## src/rtl/fifo_async_pkg.sv

```systemverilog
// Shared pointer helpers for both halves of the async FIFO (Gray conversion, pointer sizing).
`timescale 1ns/1ps
package fifo_async_pkg;

    localparam int MAX_PTR_WIDTH = 32;
    typedef logic [MAX_PTR_WIDTH-1:0] ptr_word_t;

    // One extra bit beyond the index distinguishes laps, so full and empty differ.
    function automatic int ptr_width(input int depth);
        return $clog2(depth) + 1;
    endfunction

    function automatic ptr_word_t width_mask(input int width);
        return (ptr_word_t'(1) << width) - ptr_word_t'(1);
    endfunction

    function automatic ptr_word_t bin2gray(input ptr_word_t bin, input int width);
        ptr_word_t b;
        b = bin & width_mask(width);
        return b ^ (b >> 1);
    endfunction

    function automatic ptr_word_t gray2bin(input ptr_word_t gray, input int width);
        ptr_word_t g;
        ptr_word_t b;
        g = gray & width_mask(width);
        b = g;
        for (int i = 1; i < width; i++) begin
            b = b ^ (g >> i);
        end
        return b;
    endfunction

endpackage

```

## src/rtl/fifo_pointer_sync.sv

```systemverilog
// Two-flop synchroniser for a Gray-coded pointer crossing into the local clock domain.
`timescale 1ns/1ps
module fifo_pointer_sync #(
    parameter int WIDTH = 4
) (
    input  logic             read_clk,
    input  logic             reset,
    input  logic [WIDTH-1:0] gray_in,
    output logic [WIDTH-1:0] gray_sync
);

    logic [WIDTH-1:0] sync_p0;

    always_ff @(posedge read_clk or negedge reset) begin
        if (!reset) begin
            sync_p0   <= '0;
            gray_sync <= '0;
        end else begin
            sync_p0   <= gray_in;
            gray_sync <= sync_p0;
        end
    end

endmodule

```

## src/rtl/fifo_read_controller.sv

```systemverilog
// Read-domain half of the async FIFO: read pointers, empty detection and a one-word output stage.
// Define FIFO_READ_LEVEL_EN to add the registered read_level occupancy output.
`timescale 1ns/1ps
module fifo_read_controller
    import fifo_async_pkg::*;
#(
    parameter int DATA_WIDTH = 8,
    parameter int DEPTH      = 8,
    localparam int PTR_WIDTH  = ptr_width(DEPTH),
    localparam int ADDR_RAW   = $clog2(DATA_WIDTH * (DEPTH - 1)),
    localparam int ADDR_WIDTH = (ADDR_RAW > 0) ? ADDR_RAW : 1
) (
    input  logic                  read_clk,
    input  logic                  reset,
    input  logic [PTR_WIDTH-1:0]  write_pointer_gray,
    output logic [PTR_WIDTH-1:0]  read_pointer_gray,
    output logic [ADDR_WIDTH-1:0] read_address,
    input  logic [DATA_WIDTH-1:0] read_data,
    output logic [DATA_WIDTH-1:0] out_data,
    output logic                  out_valid,
    input  logic                  out_ready
`ifdef FIFO_READ_LEVEL_EN
    ,
    output logic [PTR_WIDTH-1:0]  read_level
`endif
);

    logic [PTR_WIDTH-1:0] read_ptr_bin;
    logic [PTR_WIDTH-1:0] read_ptr_next;
    logic [PTR_WIDTH-1:0] sync_write_gray;
    logic                 empty;
    logic                 load;

    fifo_pointer_sync #(
        .WIDTH(PTR_WIDTH)
    ) u_write_ptr_sync (
        .read_clk (read_clk),
        .reset    (reset),
        .gray_in  (write_pointer_gray),
        .gray_sync(sync_write_gray)
    );

    // Full-width Gray compare: the lap bit keeps a full memory from looking empty.
    assign empty         = (read_pointer_gray == sync_write_gray);
    assign load          = !empty && (!out_valid || out_ready);
    assign read_ptr_next = read_ptr_bin + PTR_WIDTH'(1);
    assign read_address  = ADDR_WIDTH'(read_ptr_bin[PTR_WIDTH-2:0]) * ADDR_WIDTH'(DATA_WIDTH);

    always_ff @(posedge read_clk or negedge reset) begin
        if (!reset) begin
            read_ptr_bin      <= '0;
            read_pointer_gray <= '0;
            out_data          <= '0;
            out_valid         <= 1'b0;
        end else if (load) begin
            read_ptr_bin      <= read_ptr_next;
            read_pointer_gray <= PTR_WIDTH'(bin2gray(ptr_word_t'(read_ptr_next), PTR_WIDTH));
            out_data          <= read_data;
            out_valid         <= 1'b1;
        end else if (out_valid && out_ready) begin
            out_valid         <= 1'b0;
        end
    end

`ifdef FIFO_READ_LEVEL_EN
    // Words visible in memory that have not yet moved into the output stage.
    always_ff @(posedge read_clk or negedge reset) begin
        if (!reset) begin
            read_level <= '0;
        end else begin
            read_level <= PTR_WIDTH'(gray2bin(ptr_word_t'(sync_write_gray), PTR_WIDTH)) - read_ptr_bin;
        end
    end
`endif

endmodule
```

## config.mk

```make
export PLATFORM = sky130hd
export DESIGN_NAME = fifo_read_controller
export DESIGN_NICKNAME = d
export VERILOG_FILES = /design/src/rtl/fifo_async_pkg.sv /design/src/rtl/fifo_pointer_sync.sv /design/src/rtl/fifo_read_controller.sv
export SDC_FILE = /design/constraint.sdc
export NUM_CORES = 1
export LEC_CHECK = 0
export BUFFER_PORTS_ARGS = -buffer_cell sky130_fd_sc_hd__buf_2
export CORE_MARGIN = 3
export CORE_UTILIZATION = 40
export DETAILED_ROUTE_END_ITERATION = 6
export PLACE_DENSITY = 0.66
export SYNTH_ARGS = -nofsm -noshare
export SYNTH_HDL_FRONTEND = slang
export SYNTH_SLANG_ARGS = --single-unit
```

## constraint.sdc

```tcl
create_clock -name read_clk -period 3.6 [get_ports read_clk]
set_input_delay 0.36 -clock read_clk [delete_from_list [all_inputs] [get_ports read_clk]]
set_output_delay 0.36 -clock read_clk [all_outputs]
set_load 0.1 [all_outputs]
```

* Word-level counts from Yosys, hierarchy flattened *
Index checks and enable logic that the tools add are counted.

storage, ports and cells
  register bits = 25
  logic and storage cells = 17

operators by class
  $add $sub $neg = 1
  equality and inequality tests = 1
  mux-type cells = 2
  bitwise operators = 1
  reduce and logical (&&, ||, !) cells = 6

operator list
  operator                                                       number
  4-bit by 1-bit adder with 4-bit output, second input constant  1
  4-bit == test                                                  1
  4-bit by 3-bit XOR with 4-bit output                           1
  1-bit logical AND                                              2
  1-bit zero test                                                2
  1-bit two-way mux                                              2
  2-bit nonzero test                                             1
  1-bit logical OR                                               1

* Longest topological paths before layout *
Gate-level depths: netlist of run 1.

  word-level depth = 4
  depth in mapped cells = 5

* Hierarchy *
Synthesis of run 1 repeated with hierarchy kept, for this count alone.

second synthesis, totals
  cell total of the unflattened synthesis = 62
  area total of the unflattened synthesis = 969.7 µm²

modules (own cells, without submodules)
  module                times used  cells each  area an instance (µm²)  seq. area each (µm²)
  fifo_read_controller  1           54          769.5                   400.4
  fifo_pointer_sync     1           8           200.2                   200.2

* Least setup slack after synthesis of run 1 *
No wires, ideal clock.

  path type = register to register
  start point = register, netlist name read_ptr_bin[3]
  end point = register read_ptr_bin[1]
  setup time = 0.126 ns
  arrival time = 2.084 ns
  required time = 3.474 ns
  path slack = 1.391 ns
  cell stages (with the launch flop) = 5
  period minus slack after synthesis = 2.209 ns
  cell sequence = dfrtp_1 > xnor2_1 > a41oi_4 > buf_6 > mux2_2

RTL lines
  item                  RTL line                    source
  to (signal assigned)  fifo_read_controller.sv:56  read_ptr_bin <= read_ptr_next;
  to (decl)             fifo_read_controller.sv:28  logic [PTR_WIDTH-1:0] read_ptr_bin;

==> flow_summary.yaml, run 1 <==
worst_setup_path:
  critPathBufInv: 0
  crit_chain: "xnor2_1 > a41oi_4 > mux2_2"
  critical-path-max-stage-delay_ns: 0.59
  cp_top_family: "compound AO/OA/AOI/OAI gates"
  cp_data_required_time_ns: 3.80
  crit_fanout: 15
  cp-start-kind: "register"
  slowest_stage: "a41oi_4"
  crit_type: "reg2reg"
  end_kind: "register"
  arrival_ns: 1.96
placed_design:
  dp.cells: 118
  hpwlAfterDp_um: 1155
  gp_congestion: 0.6787
  io_buffers: 30
timing:
  fin_tns_setup_ns: 0
  clock.fmax_mhz: 569.7
  hold_viol_final: 0
  fin_crit_ns: 1.755
  fin_skew_ns: 0.002536
  slew_viol_final: 0
  setup_viol: 0
  worstMarginPinSlew_ns: 0.6252
  rsz0062_at_grt: "no"
  max_slew_margin_pct: 58.18
  min_period_over_period_pct: 48.76
die:
  ios: 34
  num_rows: 17
  core-area_mm2: 0.002255
  initial_core_util_pct: 43.01
  die_y_um: 55.24
  die_w_um: 55.24
  die_area_mm2: 0.003051
clocking:
  h-tree-depth: 1
  postCtsSetupRepairBufs: 0
  clk_path_buf_depth: 2
  cts_tree: "built"
  cts_made_buffers: 3
  post_cts_resized: 0
  cts_hold_buf: 0
  clkTransAtPathRegs_ns: 0.13
  clk_latency_ns: 0.30
  cts_root_buf: "clkbuf_4"
  cts_sinks: 24
routing:
  vias_per_cell: 4.574
  vias: 558
  dr.pass1.iters: 2
  dr.first_iter.drc_count: 3
  wl_per_cell_um: 12.10
  drtAntennaViolNets: 0
  drc: 0
  wl_um: 1476
yosys:
  synth.cell_area_um2: 969.7
  synth-seq-cells: 24
  synth.distinct_cells: 14
  synth.yosys.seq_area_share_pct: 61.94
  ys_warn_count: 0
  netlist_instances: 62
  syn_area_per_cell_um2: 15.64
job:
  drv_cap: 0
finish:
  drive_gt1_share_pct: 52.13
  fill_cells: 219
  diodes: 0
  fin_nets: 111
  final_cells: 122
  area_growth_syn_to_layout_pct: 21.81
min_path:
  hp-class: "in2async"
status:
  outcome: "complete, no violations"
global_routing:
  grt_pass1_vias: 603
  grt_pass1_wl_um: 2704
  grt-ovfl-total: 0
  antenna_found_initial: 0
  track_usage_pct: 11.16
  grt_max_degree: 25
## through the flow
step | hold WS, ns | setup WS, ns | utilization (%) | cell area, µm²
finish | 0.004406 | 1.845 | 52.39 | 1181
global route | 0.01943 | 1.746 | 52.39 | 1181
CTS | 0.02190 | 1.811 | 52.39 | 1181
detailed placement | 0.3347 | 1.834 | 50.06 | 1129
global placement | 0.3353 | 1.890 | 50.06 | 1129
floorplan | 0.06441 | 1.391 | - | 977.2
## final cells by class
cell class              count  area [µm²]  share of cell area [%]
clock buffers               3       22.52                   1.907
clock inverters             1       30.03                   2.542
well taps                  28       35.03                   2.966
multi-input cells          36       342.8                   29.03
repair buffers             30       150.1                   12.71
flip-flops and latches     24       600.6                   50.85
## registers in the layout, summed over array words and instances, names as in the netlist
name,flops
u_write_ptr_sync.gray_sync,4
u_write_ptr_sync.sync_p0,4
read_pointer_gray,3
read_ptr_bin,4
out_valid,1
out_data,8
## kinds of logic (layout without fill, tap and decap cells)
| kind of cell | Yosys count | after routing | synth area share, % |
|---|---|---|---|
| AOI/OAI and AO/OA | 1 | 1 | 2.839 |
| xor gates and xnor gates | 12 | 12 | 10.84 |
| adders and majority gates | 1 | 1 | 1.290 |
| buffers and inverters | 4 | 34 | 3.484 |
| DFF | 24 | 24 | 61.94 |
| muxes | 12 | 12 | 13.94 |
| other | 1 | 3 | 0.3867 |
| and+or+nand+nor | 7 | 7 | 5.291 |
## path summary, 6_finish.rpt
| path | from | endpoint | slack, ns | depth (start not counted) |
|---|---|---|---|---|
| worst max register to register | read_ptr_bin[3]$_DFFE_PN0P_ | read_pointer_gray[1]$_DFFE_PN0P_ | 1.84 | 3 |
| worst min register to register | u_write_ptr_sync.sync_p0[0]$_DFF_PN0_ | u_write_ptr_sync.gray_sync[0]$_DFF_PN0_ | 0.36 | 0 |
| worst min-delay path | reset | out_valid$_DFFE_PN0P_ | 0.004 | 1 |
| max in group asynchronous | reset | u_write_ptr_sync.gray_sync[3]$_DFF_PN0_ | 3.26 | 1 |
| worst max-delay path | read_ptr_bin[3]$_DFFE_PN0P_ | read_pointer_gray[1]$_DFFE_PN0P_ | 1.84 | 3 |
| min in group read_clk | write_pointer_gray[2] | u_write_ptr_sync.sync_p0[2]$_DFF_PN0_ | 0.15 | 1 |
## Yosys cell counts
master   number  area, µm²
nand4_1       1      6.260
conb_1        1      3.750
or2_2         1      6.260
nand4_4       1      21.27
xnor2_1      10      87.58
xor2_1        2      17.52
buf_6         1      11.26
a41oi_4       1      27.53
dfrtp_1      24      600.6
nand2_1       3      11.26
buf_4         3      22.52
nor2b_1       1      6.260
mux2_2       12      135.1
ha_1          1      12.51
## per-layer routing
metal  part of all wire (%)  up-vias  GRT usage [%]  routed length [µm]
met2                     50       17          18.07                 741
met1                     43      270          14.22                 640
met5                      0        -              0                   0
met3                    5.5        2          3.037                  81
li1                       -      269              -                   -
met4                   0.88        0          4.167                  13
## placed cells by master, fill, tap and decap left out, drive strengths merged
cell,netlist,routed
buf,4,30
dfrtp,24,24
mux2,12,12
xnor2,10,10
nand2,3,3
conb,1,3
clkbuf,0,3
xor2,2,2
nand4,2,2
nor2b,1,1
a41oi,1,1
or2,1,1
ha,1,1
bufinv,0,1
Power of run 1 is left out: the tool's default activity adds up to more than one toggle a clock period on the data nets, which glitch-free logic cannot reach.
==> run 2, diff against run 1 <==
==> constraint.sdc (replaced) <==
create_clock -name read_clk -period 1.8 [get_ports read_clk]
set_input_delay 0.18 -clock read_clk [delete_from_list [all_inputs] [get_ports read_clk]]
set_output_delay 0.18 -clock read_clk [all_outputs]
set_load 0.1 [all_outputs]
==> flow_summary.yaml, run 2 (synthesis gave the netlist of run 1 again) <==
min_path:
  hp-class: "in2reg"
timing:
  rsz0062_at_grt: "no"
  hold_viol_final: 0
  worstMarginPinSlew_ns: 0.5090
  fin_tns_setup_ns: 0
  max_slew_margin_pct: 66.07
  setup_slack_ns: 0.2263
  slew_viol_final: 0
  clock.fmax_mhz: 635.4
  fin_crit_ns: 1.574
  fin_skew_ns: 0.007860
  setup_viol: 0
  min_period_over_period_pct: 87.43
worst_setup_path:
  slowest_stage: "dfrtp_4"
  crit_fanout: 8
  end_kind: "register"
  cp_data_required_time_ns: 2.00
  regToRegSetupSlack_ns: 0.23
  crit_chain: "xnor2_1 > a41oi_4 > buf_4 > mux2_2"
  critical-path-max-stage-delay_ns: 0.51
  cp-start-kind: "register"
  crit_type: "reg2reg"
  arrival_ns: 1.78
routing:
  drtAntennaViolNets: 0
  dr.pass1.iters: 3
  wl_per_cell_um: 11.60
  wl_um: 1508
  drc: 0
  vias_per_cell: 4.515
  vias: 587
  dr.first_iter.drc_count: 8
placed_design:
  pre_cts_ws_ns: 0.02955
  placed_cell_area_mm2: 0.001150
  hpwlAfterDp_um: 1087
  gp_congestion: 0.7185
  io_buffers: 30
clocking:
  cts_made_buffers: 3
  clk_path_buf_depth: 2
  clk_latency_ns: 0.31
  cts_root_buf: "clkbuf_4"
  clkTransAtPathRegs_ns: 0.13
  post_cts_resized: 0
  cts_sinks: 24
  cts_tree: "built"
  h-tree-depth: 1
die:
  num_rows: 17
  ios: 34
  die_y_um: 55.24
  die_w_um: 55.24
  initial_core_util_pct: 43.01
  core-area_mm2: 0.002255
  die_area_mm2: 0.003051
finish:
  final_cell_mix: "buf_2 (30), dfrtp_1 (17), mux2_2 (12), xnor2_1 (10)"
  fin_nets: 119
  fill_cells: 206
  final_common_cell: "buf_2"
  multi_input_comb_area_um2: 342.8
  drive_gt1_share_pct: 57.84
  top_register: "out_data"
  finalInstanceArea_mm2: 0.001267
  regArea_um2: 614.3
  area_growth_syn_to_layout_pct: 30.71
  largest_reg_flops: 8
  diodes: 0
global_routing:
  grt_pass1_vias: 617
  grt-ovfl-total: 0
  track_usage_pct: 11.01
  grt_pass1_wl_um: 2684
  antenna_found_initial: 0
  grt_max_degree: 25
status:
  outcome: "complete, no violations"
job:
  drv_cap: 0
-- run 2: changes by cell type in the layout (fill, tap and decap cells not counted) --
cell	before	now
dlygate4sd3_1	0	5
dfrtp_1	24	17
buf_4	0	3
dfrtp_2	0	5
dfrtp_4	0	2
-- run 2: final timing paths --
path / startpoint / endpoint / depth (start not counted)
worst max-delay path: read_pointer_gray[2]$_DFFE_PN0P_ / read_ptr_bin[1]$_DFFE_PN0P_ / 4
worst min-delay path: read_data[2] / out_data[2]$_DFFE_PN0P_ / 2
worst max register to register: read_pointer_gray[2]$_DFFE_PN0P_ / read_ptr_bin[1]$_DFFE_PN0P_ / 4
worst min register to register: u_write_ptr_sync.sync_p0[1]$_DFF_PN0_ / u_write_ptr_sync.gray_sync[1]$_DFF_PN0_ / 0
max in group asynchronous: reset / read_ptr_bin[3]$_DFFE_PN0P_ / 2
min in group asynchronous: reset / u_write_ptr_sync.sync_p0[2]$_DFF_PN0_ / 2
-- run 2: area by class of cell --
| class | count | share of cell area, % |
|---|---|---|
| Multi-Input combinational cell | 36 | 27.05 |
| Timing Repair Buffer | 38 | 17.57 |
| Tap cell | 28 | 2.764 |
| Clock buffer | 3 | 1.777 |
| Sequential cell | 24 | 48.47 |
| Clock inverter | 1 | 2.369 |
-- run 2: through the flow --
| stage | util, % | std cells | hold slack (ns) |
|---|---|---|---|
| finish | 56.22 | 130 | 0.08974 |
| global route | 56.22 | 130 | 0.05641 |
| CTS | 56.22 | 130 | 0.07626 |
| detailed placement | 51.00 | 119 | 0.1892 |
| global placement | 51.00 | 119 | 0.1852 |
| floorplan | - | 64 | -0.1156 |
-- run 2: critical path, delay by kind of cell (launching register included) --
family	cells	cell delay [ns]
flops	1	0.51
mux	1	0.34
compound gates	1	0.23
xor+xnor	1	0.18
buf+inv	1	0.21
-- run 2: metal layers --
| layer | part of all wire [%] | global-route usage [%] | vias to the layer above |
|---|---|---|---|
| met5 | 0 | 0 | - |
| met4 | 1.1 | 5.208 | 0 |
| met3 | 4.9 | 2.570 | 2 |
| met2 | 52 | 19.26 | 18 |
| met1 | 42 | 12.54 | 285 |
| li1 | - | - | 282 |
-- run 2: repair_timing --
action	CTS	global route
buffers inserted	2	0
endpoints found under the hold margin	28	0
endpoints found under the setup margin	3	0
hold buffers	5	0
Power of run 2 is left out for the same reason.
==> run 3, diff against run 2 <==
--- a/config.mk
+++ b/config.mk
@@ -7,9 +7,9 @@
 export LEC_CHECK = 0
 export BUFFER_PORTS_ARGS = -buffer_cell sky130_fd_sc_hd__buf_2
 export CORE_MARGIN = 3
-export CORE_UTILIZATION = 40
+export CORE_UTILIZATION = 47
 export DETAILED_ROUTE_END_ITERATION = 6
-export PLACE_DENSITY = 0.66
+export PLACE_DENSITY = 0.76
 export SYNTH_ARGS = -nofsm -noshare
 export SYNTH_HDL_FRONTEND = slang
 export SYNTH_SLANG_ARGS = --single-unit
==> flow_summary.yaml, run 3 (synthesis gave the netlist of run 1 again) <==
worst_setup_path:
  slowest_stage: "dfrtp_4"
  crit_fanout: 10
  crit_chain: "xnor2_1 > a41oi_4 > buf_4 > mux2_2"
  critPathBufInv: 1
  crit_type: "reg2reg"
  critical-path-max-stage-delay_ns: 0.52
  cp_top_family: "flip-flops"
  end_kind: "register"
  arrival_ns: 1.83
  cp_data_required_time_ns: 2.01
  cp-start-kind: "register"
routing:
  vias: 576
  wl_um: 1525
  dr.first_iter.drc_count: 9
  wl_per_cell_um: 12.10
  vias_per_cell: 4.571
  dr.pass1.iters: 3
  drc: 0
  drtAntennaViolNets: 0
finish:
  largest_reg_flops: 8
  final_cell_mix: "buf_2 (30), dfrtp_1 (17), mux2_2 (12), xnor2_1 (10)"
  diodes: 0
  area_growth_syn_to_layout_pct: 29.55
  fin_nets: 118
  regArea_um2: 614.3
  fill_cells: 148
  final_common_cell: "buf_2"
  top_register: "out_data"
  drive_gt1_share_pct: 57.43
  multi_input_comb_area_um2: 342.8
global_routing:
  grt_pass1_wl_um: 2511
  antenna_found_initial: 0
  grt_pass1_vias: 551
  grt-ovfl-total: 0
  track_usage_pct: 13.49
  grt_max_degree: 25
placed_design:
  hpwlAfterDp_um: 1167
  io_buffers: 30
  gp_congestion: 0.6950
clocking:
  h-tree-depth: 1
  clk_latency_ns: 0.31
  cts_tree: "built"
  clkTransAtPathRegs_ns: 0.12
  clk_path_buf_depth: 2
  postCtsSetupRepairBufs: 0
  cts_root_buf: "clkbuf_4"
  cts_made_buffers: 3
  cts_sinks: 24
die:
  die_area_mm2: 0.002644
  initial_core_util_pct: 52.72
  core-area_mm2: 0.001839
  die_w_um: 51.42
  num_rows: 15
  ios: 34
  die_y_um: 51.42
timing:
  min_period_over_period_pct: 89.93
  hold_viol_final: 0
  clock.fmax_mhz: 617.7
  setup_viol: 0
  slew_viol_final: 0
  rsz0062_at_grt: "no"
  fin_skew_ns: 0.0005070
  fin_crit_ns: 1.619
  fin_tns_setup_ns: 0
status:
  outcome: "complete, no violations"
min_path:
  hp-class: "in2reg"
job:
  drv_cap: 0
==> run 3: layer usage <==
| layer | GRT usage, % | part of all wire [%] |
|---|---|---|
| met4 | 7.860 | 2.6 |
| met2 | 21.40 | 49 |
| met3 | 3.790 | 8.1 |
| met5 | 0 | 0 |
| met1 | 16.25 | 40 |
==> run 3: stage by stage <==
stage          hold WS, ns  setup WS [ns]  utilization (%)  std cells  cell area (µm²)
2_1_floorplan      -0.1156       0.009730                -         64            991.0
3_3_place_gp        0.1827         0.2301            62.72        117             1154
3_5_place_dp        0.1850         0.1771            62.72        117             1154
4_1_cts            0.07265         0.1673            68.30        126             1256
5_1_grt            0.06649         0.1347            68.30        126             1256
6_report           0.08481         0.1812            68.30        126             1256
==> run 3: worst paths after layout <==
check / start / endpoint / slack (ns) / depth (start not counted)
setup / recovery: read_ptr_bin[3]$_DFFE_PN0P_ / read_ptr_bin[1]$_DFFE_PN0P_ / 0.18 / 4
hold / removal: read_data[3] / out_data[3]$_DFFE_PN0P_ / 0.08 / 2
setup reg to reg: read_ptr_bin[3]$_DFFE_PN0P_ / read_ptr_bin[1]$_DFFE_PN0P_ / 0.18 / 4
hold reg to reg: u_write_ptr_sync.sync_p0[1]$_DFF_PN0_ / u_write_ptr_sync.gray_sync[1]$_DFF_PN0_ / 0.36 / 0
max in group asynchronous: reset / read_pointer_gray[2]$_DFFE_PN0P_ / 1.09 / 2
min in group asynchronous: reset / read_ptr_bin[2]$_DFFE_PN0P_ / 0.34 / 2
==> run 3: final cells by class <==
cell class	instances	area share, %
tap	25	2.490
clock buffer	3	1.793
sequential	24	48.90
clock inverter	1	2.390
timing repair buffer	37	17.13
multi-input combinational	36	27.29
==> run 3: what timing repair did <==
action | in CTS | in global routing
gates resized for setup | 0 | 0
hold buffers | 5 | 0
endpoints found under the hold margin | 28 | 0
==> run 3: worst reg2reg max path, stage by stage (launching register included) <==
cell and delay [ns]:
dfrtp_4 0.52, xnor2_1 0.19, a41oi_4 0.22, buf_4 0.23, mux2_2 0.36
Power of run 3 is left out for the same reason.
